==> src/rtl/mem_arbiter.sv <==
// mem_arbiter: byte-serial arbiter/sequencer sharing one 8-bit RAM/I/O bus
// between the instruction-fetch port (4-byte reads) and the memory-stage
// port (1/2/4-byte loads and stores). Reads take two cycles per byte
// (issue, then capture); writes take one. Read data is assembled
// little-endian and zero-extended.
//
// Build option: define MEM_ARB_RR_EN for round-robin tie-breaking between
// simultaneous requests; without it the data port has fixed priority.
//
// Handshake: a requester raises req with its address/data stable and holds
// all of them until its done pulses for one cycle. Requests are not sampled
// in the done cycle, so req may drop in the following cycle without
// producing a second grant. rdata is valid during the done cycle.
`timescale 1ns/1ps

module mem_arbiter (
    input  logic        clk,
    input  logic        rst,
    input  logic        rdy_in,
    input  logic        if_req,
    input  logic [31:0] if_addr,
    output logic        if_done,
    input  logic        dm_req,
    input  logic        dm_we,
    input  logic [1:0]  dm_size,
    input  logic [31:0] dm_addr,
    input  logic [31:0] dm_wdata,
    output logic        dm_done,
    output logic [31:0] rdata,
    output logic        busy,
    input  logic [7:0]  mem_din,
    output logic [7:0]  mem_dout,
    output logic [31:0] mem_a,
    output logic        mem_wr,
    output logic [1:0]  state_dbg
);

    typedef enum logic [1:0] {IDLE = 2'd0, READ = 2'd1, WRITE = 2'd2, DONE = 2'd3} state_t;

    state_t      state;
    logic        owner_dm;
    logic [31:0] addr_q;
    logic [31:0] wdata_q;
    logic [2:0]  n_q;
    logic [2:0]  issue_cnt;
    logic [2:0]  cap_cnt;
    logic        cap_pend;
    logic [31:0] mem_a_q;
    logic [7:0]  mem_dout_q;

    function automatic logic [2:0] size_to_n(input logic [1:0] s);
        case (s)
            2'd0:    return 3'd1;
            2'd1:    return 3'd2;
            default: return 3'd4;
        endcase
    endfunction

    // Arbitration between the two ports, evaluated only while IDLE.
    logic grant_dm;
    logic grant_any;
`ifdef MEM_ARB_RR_EN
    logic last_dm;
    assign grant_dm = dm_req && (!if_req || !last_dm);
`else
    assign grant_dm = dm_req;
`endif
    assign grant_any = dm_req || if_req;

    logic        sel_we;
    logic [31:0] sel_addr;
    logic [2:0]  sel_n;
    assign sel_we   = grant_dm && dm_we;
    assign sel_addr = grant_dm ? dm_addr : if_addr;
    assign sel_n    = grant_dm ? size_to_n(dm_size) : 3'd4;

    // A bus cycle is issued only while rdy_in is high; otherwise the bus
    // address and write byte hold their last driven values.
    logic        rd_issue;
    logic        wr_issue;
    logic [31:0] issue_addr;
    logic [7:0]  issue_byte;
    assign rd_issue   = (state == READ) && rdy_in && (issue_cnt < n_q);
    assign wr_issue   = (state == WRITE) && rdy_in;
    assign issue_addr = addr_q + {29'd0, issue_cnt};
    assign issue_byte = wdata_q[{issue_cnt[1:0], 3'b000} +: 8];

    assign mem_a     = (rd_issue || wr_issue) ? issue_addr : mem_a_q;
    assign mem_dout  = wr_issue ? issue_byte : mem_dout_q;
    assign mem_wr    = wr_issue;
    assign busy      = (state != IDLE);
    assign state_dbg = state;

    // Sequencer: grant in IDLE, per-byte issue/capture in READ/WRITE, done pulse on entry to DONE.
    always_ff @(posedge clk or negedge rst) begin
        if (!rst) begin
            state      <= IDLE;
            owner_dm   <= 1'b0;
            addr_q     <= 32'd0;
            wdata_q    <= 32'd0;
            n_q        <= 3'd0;
            issue_cnt  <= 3'd0;
            cap_cnt    <= 3'd0;
            cap_pend   <= 1'b0;
            mem_a_q    <= 32'd0;
            mem_dout_q <= 8'd0;
            rdata      <= 32'd0;
            if_done    <= 1'b0;
            dm_done    <= 1'b0;
`ifdef MEM_ARB_RR_EN
            last_dm    <= 1'b0;
`endif
        end else begin
            if_done <= 1'b0;
            dm_done <= 1'b0;
            if (rd_issue || wr_issue) begin
                mem_a_q    <= mem_a;
                mem_dout_q <= mem_dout;
            end
            case (state)
                IDLE: begin
                    if (grant_any) begin
                        owner_dm  <= grant_dm;
                        addr_q    <= sel_addr;
                        n_q       <= sel_n;
                        wdata_q   <= dm_wdata;
                        issue_cnt <= 3'd0;
                        cap_cnt   <= 3'd0;
                        cap_pend  <= 1'b0;
                        rdata     <= 32'd0;
`ifdef MEM_ARB_RR_EN
                        last_dm   <= grant_dm;
`endif
                        state     <= sel_we ? WRITE : READ;
                    end
                end
                READ: begin
                    // Capture follows every issue by one cycle, regardless of rdy_in.
                    cap_pend <= rd_issue;
                    if (rd_issue) begin
                        issue_cnt <= issue_cnt + 3'd1;
                    end
                    if (cap_pend) begin
                        rdata[{cap_cnt[1:0], 3'b000} +: 8] <= mem_din;
                        cap_cnt <= cap_cnt + 3'd1;
                        if (cap_cnt + 3'd1 == n_q) begin
                            state   <= DONE;
                            if_done <= !owner_dm;
                            dm_done <= owner_dm;
                        end
                    end
                end
                WRITE: begin
                    if (wr_issue) begin
                        issue_cnt <= issue_cnt + 3'd1;
                        if (issue_cnt + 3'd1 == n_q) begin
                            state   <= DONE;
                            if_done <= !owner_dm;
                            dm_done <= owner_dm;
                        end
                    end
                end
                DONE: begin
                    if (rdy_in) begin
                        state <= IDLE;
                    end
                end
                default: state <= IDLE;
            endcase
        end
    end

endmodule
==> config.mk <==
export PLATFORM = sky130hd
export DESIGN_NAME = mem_arbiter
export DESIGN_NICKNAME = d
export VERILOG_FILES = /design/src/rtl/mem_arbiter.sv
export SDC_FILE = /design/constraint.sdc
export NUM_CORES = 1
export LEC_CHECK = 0
export ABC_AREA = 0
export CAP_MARGIN = 0
export CORE_MARGIN = 5
export CORE_UTILIZATION = 53
export CTS_BUF_LIST = sky130_fd_sc_hd__clkbuf_16
export CTS_CLUSTER_SIZE = 16
export DETAILED_ROUTE_END_ITERATION = 10
export PLACE_DENSITY = 0.95
export RECOVER_POWER = 100
export SETUP_SLACK_MARGIN = 0.1
export SLEW_MARGIN = 20
export SYNTH_ARGS = -nofsm -noshare
export SYNTH_HDL_FRONTEND = slang
export SYNTH_SLANG_ARGS = --single-unit
==> constraint.sdc <==
create_clock -name clk -period 6.2 [get_ports clk]
set_clock_uncertainty 0.1 [all_clocks]
set_input_delay 0.62 -clock clk [delete_from_list [all_inputs] [get_ports clk]]
set_output_delay 0.62 -clock clk [all_outputs]
set_load 0.02 [all_outputs]
# Word-level counts from Yosys, hierarchy flattened
# Cells that the tools add are included.
[word_totals]
regBits = 151
wordCells = 86
out_inout_bits = 78
romBits = 0
mem_bits_rw = 0
mem_count = 0
input_bits = 112
latchBits = 0
[op_classes]
n_eq_ne = 13
shifts = 3
muxes = 35
n_addsub = 4
multipliers = 0
magnitude_cmp = 1
bitwise = 0
n_reduce_logical = 17
n_div = 0
[op_table]
columns = ["operator", "n"]
rows = [
  ["$mux W32", 4],
  ["$pmux W32 S2", 1],
  ["$add A32 B3 Y32", 1],
  ["$bwmux W32", 1],
  ["$shift A8 B7 Y32 const A", 1],
  ["$shiftx A32 B6 Y8", 1],
  ["$shiftx A8 B7 Y32", 1],
  ["$mux W3", 5],
  ["$mux W2", 7],
  ["$pmux W3 S2", 2],
  ["$ne A2 B2 Y1 const B", 5],
  ["$mux W1", 9],
  ["$pmux W3 S3", 1],
  ["$mux W8", 1],
  ["$pmux W2 S4", 1],
  ["$neg A5 Y7", 1],
  ["$add A3 B1 Y3 const B", 2],
  ["$eq A3 B3 Y1", 2],
  ["$pmux W1 S2", 3],
  ["$reduce_and A6 Y1", 1],
  ["$eq A2 B1 Y1 const B", 2],
  ["$eq A2 B2 Y1 const B", 2],
  ["$logic_and A1 B1 Y1", 4],
  ["$logic_not A2 Y1", 2],
  ["9 further kinds", 13],
]

# Depth between registers and ports, before layout
# Gate-level depths: netlist of the first run.
[depth]
word_depth = 5
ltp_mapped = 10
ltp_nobuf = 7

# Worst setup path before layout of the first run
# No wires, ideal clock.
[synth_path]
path_kind = "register to output"
startpoint = "register issue_cnt[0]"
endpoint = "output mem_a[2]"
n_path_buf = 3
arrival_time_ns = 2.533
required_time_ns = 5.480
stages_incl_launch_ff = 11
path_slack_ns = 2.947
cell_sequence = "dfrtp_1 > clkbuf_1 > inv_1 > ha_1 > nor2b_1 > o21ai_1 > a31oi_1 > clkbuf_1 > clkbuf_1 > nand2_1 > o21ai_0"
[synth_via]
elab_chain_cells = 4
elab_cells_between_ends = 5
cone_classes = "add/sub: 1; order compare: 1; mux: 1; reduce/logical: 2"
[synth_lines]
columns = ["item", "line", "source"]
rows = [
  ["from (decl)", "45", "logic [2:0] issue_cnt;"],
  ["from (signal assigned)", "141", "issue_cnt <= issue_cnt + 3'd1;"],
  ["from (signal assigned)", "155", "issue_cnt <= issue_cnt + 3'd1;"],
  ["branches (longest 3 deep; another with $add A32 B3 Y32)", "-", ""],
  ["$mux W32 (*)", "88", "assign mem_a = (rd_issue || wr_issue) ? issue_addr : mem_a_q;"],
  ["to (decl)", "33", "output logic [31:0] mem_a,"],
]
# Every way passes the cells marked *.

# Final worst setup path of the first run
[layout_path]
startpoint = "register issue_cnt[0]"
endpoint = "output mem_a[14]"
# Same word-level chain as after synthesis.

==> summary by stage, run 1 <==
Clocking
Clock tree synthesis inserted a total of 17 buffers. TritonCTS built the clock tree. Once the clock tree was built, the setup fixing pass inserted 0 buffers. After clock tree synthesis, the clock-pin slew on the worst setup and hold paths is 0.06 ns. The CTS H-tree depth is 4. Clock tree synthesis found a total of 151 sinks. No sink is reached through more buffers than the 2 on the longest clock path. The hold buffer count at cts is 0. The number of gates resized after cts is 0. The cell at the root of the clock tree is clkbuf_16.

For the worst-skew pair, the clock arrives at the later sink with an insertion delay of approximately 0.42 ns.

Power and ir drop
The analysis attributes to cell leakage a power of approximately 4.5 nW. The sequential group share of total power is between 30 and 40%. The portion of total power attributed to combinational logic is a little over two fifths. The power density relative to cell area is slightly below 500 nW/µm². In this run, the clock network consumes 22.5% of the power. The worst supply voltage drop on vdd is between 0.0002 and 0.0003 V.

Internal power comes to between 0.003 and 0.004 W. The switching portion of total power is approximately 39%. The analysis attributes to net switching a power of ~0.0019 W.

Route
The first routing iteration left ~570 violations. In the routed design, unresolved DRC markers number 0. The overall via count from detail_route is between 6000 and 7000. The final wirelength is 19.3 mm.

The post-route antenna net violation count is 0. The routed wirelength normalized by instance count is 17.9 µm. The length of the first detailed-routing pass in iterations is 5.

In the routed layout, each cell is associated on average with a via count of 5.65.

GRT
Across every metal layer, demand over resource in global routing totals between 20% and 30%. The first global-routing pass estimated 30.7 mm of wire. The via count of the first global-routing pass is a little over 6000. The initial antenna violation count is 0. The maximum number of pins on one net before global-route repair is 107. For this run the aggregate overflow at the end of global routing stands at 0.

Worst setup path
The launching instance or port of the critical path is issue_cnt[0]. The critical path endpoint category is a primary output. Data on the critical path is required at its endpoint by between 5 and 6 ns.

The largest driver fanout on the critical path is 11. For this design, the slowest cell found on the critical path is dfrtp_1. The kind of start point of the critical path is a flip-flop. The worst register-to-register path begins at state_dbg[0]. The delay contributed by the slowest stage of the critical path is ~0.78 ns. The critical path arrival is ~4 ns.

The setup check on the worst reg-to-reg path leaves a slack of between 2 and 2.5 ns. The endpoint of the most critical register-to-register path is addr_q[0]. The path depth of the worst reg2reg path is 5.

The signal on the critical path passes through ha_1 -> fa_1 -> a21oi_1 -> nor4_4 -> nand4_1 -> xor2_1 -> o21ai_1 -> dlygate4sd3_1. The category of the critical setup timing path is reg -> out.

Floorplan
The floorplan step set the die width to between 100 and 150 µm. The overall die height is about 130 µm. The floorplan step defined a core boundary enclosing ~14000 µm². The initialized floorplan defines 43 standard-cell rows. The number of top-level design ports is 190. The die covers approximately 17000 µm². Once the floorplan was initialized, standard cells occupied 53.9% of the core.

Place
The final estimated routing congestion in global placement is around 0.85. The worst slack after detailed placement is about 2.1 ns. The total cell area at the placement stage is ~9500 µm². The port buffer count is about 190. Once detailed placement completed, the half-perimeter wirelength came to 14.1 mm. Once placement completed, the tool counted placed cells totaling around 1000.

Timing
The number of hold-slack violations in the final timing report is 0. The final critical-path share of the clock period is about three quarters. The setup violation total in the final timing report is 0.

Setup repair after global routing left no endpoint under its margin. The total negative slack is 0 ns. The worst max-slew margin expressed relative to the limit is -75.2%. The count of final max-slew check failures was approximately 120. Static timing analysis puts the maximum clock frequency at around 220 MHz. At the pin with the least slew margin, the transition time is 2.63 ns. The smallest clock period supported by the final layout is computed as approximately 4.6 ns. The setup slack of the critical path after layout is approximately 1.6 ns.

Logic synthesis
The mean post-synth cell area is roughly 11 µm². Yosys printed 0 warnings. The synthesized net count is around 840.

Synthesis handed over a netlist of about 710 instances. The synthesized cell area is approximately 7500 µm². The number of distinct library cells after synthesis is 49.

The number of storage elements in the synthesis netlist is 151. Sequential elements use between 50% and 60% of the synthesized area.

Final layout
After the flow finishes, the layout carries non-filler instances totaling about 1100. Summing all multi-input logic gate instances after layout gives about 3400 µm². In the final layout, flip-flops and latches occupy 3780 µm².

The layout filler cell count is a little over 900. The final instance area is between 10000 and 15000 µm². The library cell used most frequently in the layout, excluding fill and tap cells, is dfrtp_1. Cells fill roughly three quarters of the core in the end. The antenna diode count is 0. The share of cells above drive strength 1 is 7.15%. For this run, the post-layout net count is roughly 1000. Compared with the post-synthesis result, the final layout area differs by 35.5%. The library cells used most frequently in the layout, excluding fill and tap cells, are dfrtp_1, clkdlybuf4s50_1, nand2_1.

Run status
The flow ran to the end, but the final reports show violations. The final reports fail on capacitance limit, slew limit.

Min path
The path category of the worst min-delay check is in -> async.

Job
The max-capacitance violation count is 3.
-- cell usage after synthesis, drive strengths merged --
| cell type | count | share of area (%) |
|---|---|---|
| o2bb2ai | 1 | 0.12 |
| xnor2 | 6 | 0.70 |
| buf | 16 | 0.99 |
| inv | 32 | 1.6 |
| o21ai | 128 | 8.6 |
| xnor3 | 1 | 0.32 |
| nor4 | 3 | 0.45 |
| dfrtp | 151 | 51 |
| a21o | 2 | 0.20 |
| ha | 16 | 2.7 |
| a211o | 2 | 0.23 |
| clkbuf | 21 | 1.1 |
| nand2 | 102 | 5.1 |
| mux2i | 35 | 4.7 |
| o22ai | 1 | 0.084 |
| and4 | 3 | 0.35 |
| xor2 | 27 | 3.2 |
| nand3 | 33 | 2.2 |
| mux4 | 8 | 2.4 |
| a31oi | 1 | 0.084 |
| o211ai | 1 | 0.10 |
| nand2b | 1 | 0.084 |
| and2 | 1 | 0.084 |
| and3 | 5 | 0.42 |
| nor3b | 1 | 0.17 |
| mux2 | 53 | 8.1 |
| a221o | 1 | 0.15 |
| or3 | 4 | 0.34 |
| a21oi | 6 | 0.45 |
| fa | 1 | 0.27 |
| nand3b | 1 | 0.10 |
| a22o | 9 | 1.1 |
| nor2 | 12 | 0.64 |
| xor3 | 1 | 0.32 |
| nor4b | 2 | 0.32 |
| nand4 | 12 | 1.0 |
| nor3 | 6 | 0.40 |
| nor2b | 2 | 0.17 |
| o41ai | 1 | 0.12 |
-- worst max-delay path by stage --
stage | end | slack, ns | cells past startpoint
after floorplan | mem_a[2] | 2.95 | 10
after global routing | mem_a[23] | 1.33 | 9
after global placement | mem_a[28] | 1.89 | 8
final | mem_a[14] | 1.58 | 8
after detailed placement | mem_a[14] | 2.07 | 8
after CTS | mem_a[14] | 1.58 | 8
-- flip-flops by register name, indices dropped and copies added, names as in the netlist --
name	cells
wdata_q	32
if_done	1
cap_pend	1
cap_cnt	3
n_q	3
dm_done	1
rdata	32
addr_q	32
mem_a_q	32
owner_dm	1
issue_cnt	3
mem_dout_q	8
state_dbg	2
-- power groups by stage --
stage / clock network (W) / logic, W / registers [W]
global route: 0.00119 / 0.00239 / 0.00175
detailed placement: 0 / 0.00232 / 0.00171
global placement: 0 / 0.00222 / 0.00167
CTS: 0.00114 / 0.00233 / 0.00170
finish: 0.00113 / 0.00217 / 0.00171
floorplan: 0 / 0.00151 / 0.00163
-- metal layers --
| layer | GRT usage [%] | share of wire, % |
|---|---|---|
| met1 | 27.7 | 38 |
| met2 | 41.3 | 52 |
| met3 | 5.40 | 6.6 |
| met4 | 10.8 | 3.3 |
| met5 | 0 | 0 |
-- kinds of logic after synthesis --
kind of cell / Yosys count / share of synthesized area (%)
flip-flops: 151 / 50.7
buffers and inverters: 69 / 3.66
XOR/XNOR: 35 / 4.51
AND/OR/NAND/NOR: 188 / 11.9
multiplexers: 96 / 15.2
adder cells (fa/ha/maj): 17 / 2.95
AO/OA/AOI/OAI: 153 / 11.2
-- worst max-delay path: cells and delay by family (launching register included) --
family                   cells  cell delay, ns
adder cells (fa/ha/maj)      2            0.59
AO/OA/AOI/OAI                2            0.30
flip-flops                   1            0.78
buffers and inverters        1            0.70
XOR/XNOR                     1            0.21
AND/OR/NAND/NOR              2            0.91
-- cell type report --
type / count / share of cell area [%]
inverter: 32 / 1.19
timing repair buffer: 193 / 18.9
sequential: 151 / 37.4
tap: 180 / 2.23
clock buffer: 17 / 4.21
multi-input combinational: 489 / 34.0
clock inverter: 13 / 2.08
-- stage by stage --
| step | power [W] | hold slack [ns] |
|---|---|---|
| 2_1_floorplan | 0.00314 | 0.224 |
| 3_3_place_gp | 0.00389 | 0.353 |
| 3_5_place_dp | 0.00402 | 0.358 |
| 4_1_cts | 0.00518 | 0.267 |
| 5_1_grt | 0.00533 | 0.304 |
| 6_report | 0.00501 | 0.204 |
(Power assumes the default switching activity.)
==> run 2, diff against run 1 <==
Settings changed: CORE_UTILIZATION 53 to 50, PLACE_DENSITY 0.95 to 0.92.
Clock period 6.2 ns to 4.5 ns, I/O delays scaled along.
==> run 2 against run 1 <==
  * The run still ends with capacitance limit, slew limit left
  * Setup slack worse by 1.2 ns
  * Via count is 1.8% lower
  * Non-clock buffer count is 6 higher
  * Clock power is 32% higher
  * Flip-flop and latch count stayed put
  * Core utilization is 3.7 points lower
  * Critical path type unchanged
==> summary by stage, run 2 (synthesis gave the netlist of run 1 again) <==
Worst setup path
The launch instance of the worst register-to-register path is state_dbg[0]. The critical path arrival came to 3.60 ns (-0.30 ns). The category of the critical setup timing path is reg -> out. The delay contributed by the slowest stage of the critical path came to 0.68 ns (-0.10 ns).

The kind of cell with the highest combined delay along the critical path is buffers and inverters. The combined buffer and inverter count along the critical path is 2 (+1). The largest driver fanout on the critical path is 13 (+2). The worst setup path is captured at a primary output. The critical path goes through ha_1 -> a211o_1 -> nor4b_2 -> clkbuf_1 -> nand4_1 -> xor2_1 -> o21ai_1 -> dlygate4sd3_1. The launching instance or port of the critical path is issue_cnt[1].

The path depth of the worst reg2reg path is 6 (+1). The logic depth of the worst path, buffers included came to 8 (unchanged). STA classifies the critical path startpoint as a flip-flop. The required time at the worst-slack endpoint is 3.95 ns (-1.53 ns).

The standard cell with the maximum stage delay on the critical path is dlygate4sd3_1.

GRT
The via count of the first global-routing pass is 6053 (-0.88%). The global route total overflow came to 0 (unchanged). The global-route usage over all layers is 22.0% (-1.6 points).

The first-pass GRT wire length is 30.8 mm (+0.43%). The initial antenna violation count is 2 (+2). The maximum number of pins on one net before global-route repair came to 94 (-12%).

Clocking
The cell sitting at the root of the clock tree is a clkbuf_16. The CTS H-tree depth is 4 (unchanged). The TritonCTS clock tree is yes. The number of buffers inserted during clock tree synthesis was 17 (unchanged). The number of gates resized after cts is 0 (unchanged). The number of setup buffers added after CTS came to 0 (unchanged). The clock sink count came to 151 (unchanged). The clock-pin slew on the worst setup and hold paths is 0.06 ns (about the same).

The buffer depth of the longest clock path is 2 (unchanged). The hold buffer count at cts is 0 (unchanged). The worst-skew pair later-pin latency came to 0.42 ns (about the same).

Power and ir drop
The switching portion of total power is 38.7% (-0.12 points). The static leakage came to 4.55 nW (+0.26%). The switching power of the nets is 0.00265 W (+36%).

The portion of total power attributed to combinational logic is 44.5% (+1.1 points). The power density relative to cell area is 677 nW/µm² (+37%). The internal power is 0.00420 W (+37%). The sequential group share of total power is 33.8% (-0.3 points).

The proportion of power drawn by the clock network is 21.7% (-0.8 points). The worst supply voltage drop on vdd is 0.000472 V (+67%).

Floorplan
The placeable core region is 14600 µm² (+5.5%). The die area is 17500 µm² (+5.5%). The overall die height is 132 µm (+2.7%). The width of the die came to 132 µm (+2.7%). The effective utilization at floorplan is 51.1% (-2.8 points). The number of top-level design ports is 190 (unchanged). The placement row count is 44 (+2.3%).

Min path
The depth of the worst hold-timing path is 3. The worst min-delay path startpoint is dm_req. The path category of the worst min-delay check is in -> reg.

Timing
The number of hold-slack violations in the final timing report is 0 (unchanged). The total negative slack came to 0 ns (unchanged). The setup violation total in the final timing report is 0 (unchanged). Static timing analysis puts the maximum clock frequency at around 240 MHz. The slew at the pin closest to its max-slew limit is 2.65 ns (+0.0246 ns). In the finished design, the share of the clock period the worst path needs comes to just over 90%. The setup slack of the critical path after layout was 0.351 ns (-1.23 ns). The final critical delay including setup and external delays is approximately 4.1 ns. The count of final max-slew check failures is 189 (+59%). The worst max-slew margin expressed relative to the limit came to -78.0% (-2.8 points). Setup repair after global routing left no endpoint under its margin.

Final layout
The layout overhead on the synthesized area is 35.8%. The most common cell after layout, fill and taps aside is dfrtp_1. The share of cells above drive strength 1 is 7.42% (+0.27 points). Leaving out fill and tap cells, the most frequent cells in the layout are dfrtp_1, clkdlybuf4s50_1, nand2_1. The net count of the finished layout is 1019 (+0.59%).

Job
The max-capacitance violation count is 5 (+2).

Route
The final wirelength is 18.9 mm (-1.8%). The routed wirelength normalized by instance count is 17.4 µm (-3.1%). The iteration-0 DRC count of the detailed router is 403 (-30%). The final routed DRC violation total is 0 (unchanged). The mean number of vias per cell is 5.47 (-3.0%). The overall via count from detail_route is 5962 (-1.8%). The post-route antenna net violation count came to 0 (unchanged).

The length of the first detailed-routing pass in iterations was 5 (unchanged).

Place
The port buffer count is 189 (unchanged). The final HPWL from detailed placement is 14.2 mm (+0.41%). The final estimated routing congestion in global placement is 0.823 (-3.4%). The worst slack after detailed placement was 0.934 ns (-1.14 ns).

Run status
The run finished, with violations left. The checks that failed: capacitance limit, slew limit.
[run 2: worst reg2reg max path, stage by stage (launching register included)]
cell and delay, ns:
dfrtp_1 0.41, inv_1 0.10, ha_1 0.33, o21ai_1 1.41, clkbuf_2 0.89, nand2_1 0.19, o21ai_0 0.11
[run 2: final timing paths]
| path | to | slack [ns] |
|---|---|---|
| setup / recovery | mem_a[31] | 0.35 |
| hold / removal | n_q[0] | 0.33 |
| setup reg to reg | addr_q[22] | 0.85 |
| hold reg to reg | if_done | 0.36 |
| max in group asynchronous | mem_dout_q[7] | 1.25 |
| min in group asynchronous | mem_a_q[17] | 0.60 |
[run 2: metal layers]
layer	vias up	GRT usage, %	part of all wire, %	wire length [µm]
li1	2855	-	-	-
met4	0	6.23	1.8	345
met2	187	37.7	52	9790
met5	-	0	0	0
met3	30	7.14	6.4	1210
met1	2890	26.5	40	7560
[run 2: final cells by class]
type	count	area, µm²
antenna	2	5.00
fill	1060	4460
clock inverter	15	193
inverter	32	120
tap	184	230
multi-input combinational	489	3430
clock buffer	17	425
timing repair buffer	199	1950
sequential	151	3780
[run 2: through the flow]
stage          hold slack (ns)  cell area (µm²)  util (%)  power [W]  std cells
2_1_floorplan           0.0544             7460         -    0.00432        709
3_3_place_gp             0.342             9550      65.5    0.00541       1055
3_5_place_dp             0.347             9550      65.5    0.00557       1055
4_1_cts                 0.0389            10200      69.7    0.00709       1087
5_1_grt                  0.347            10100      69.4    0.00731       1089
6_report                 0.327            10100      69.4    0.00685       1089
[run 2: power groups by stage]
stage	logic [W]	clock network [W]	registers (W)
after floorplan	0.00207	0	0.00225
after global placement	0.00313	0	0.00228
after detailed placement	0.00325	0	0.00232
after CTS	0.00328	0.00151	0.00231
after global routing	0.00335	0.00158	0.00238
final	0.00305	0.00149	0.00232
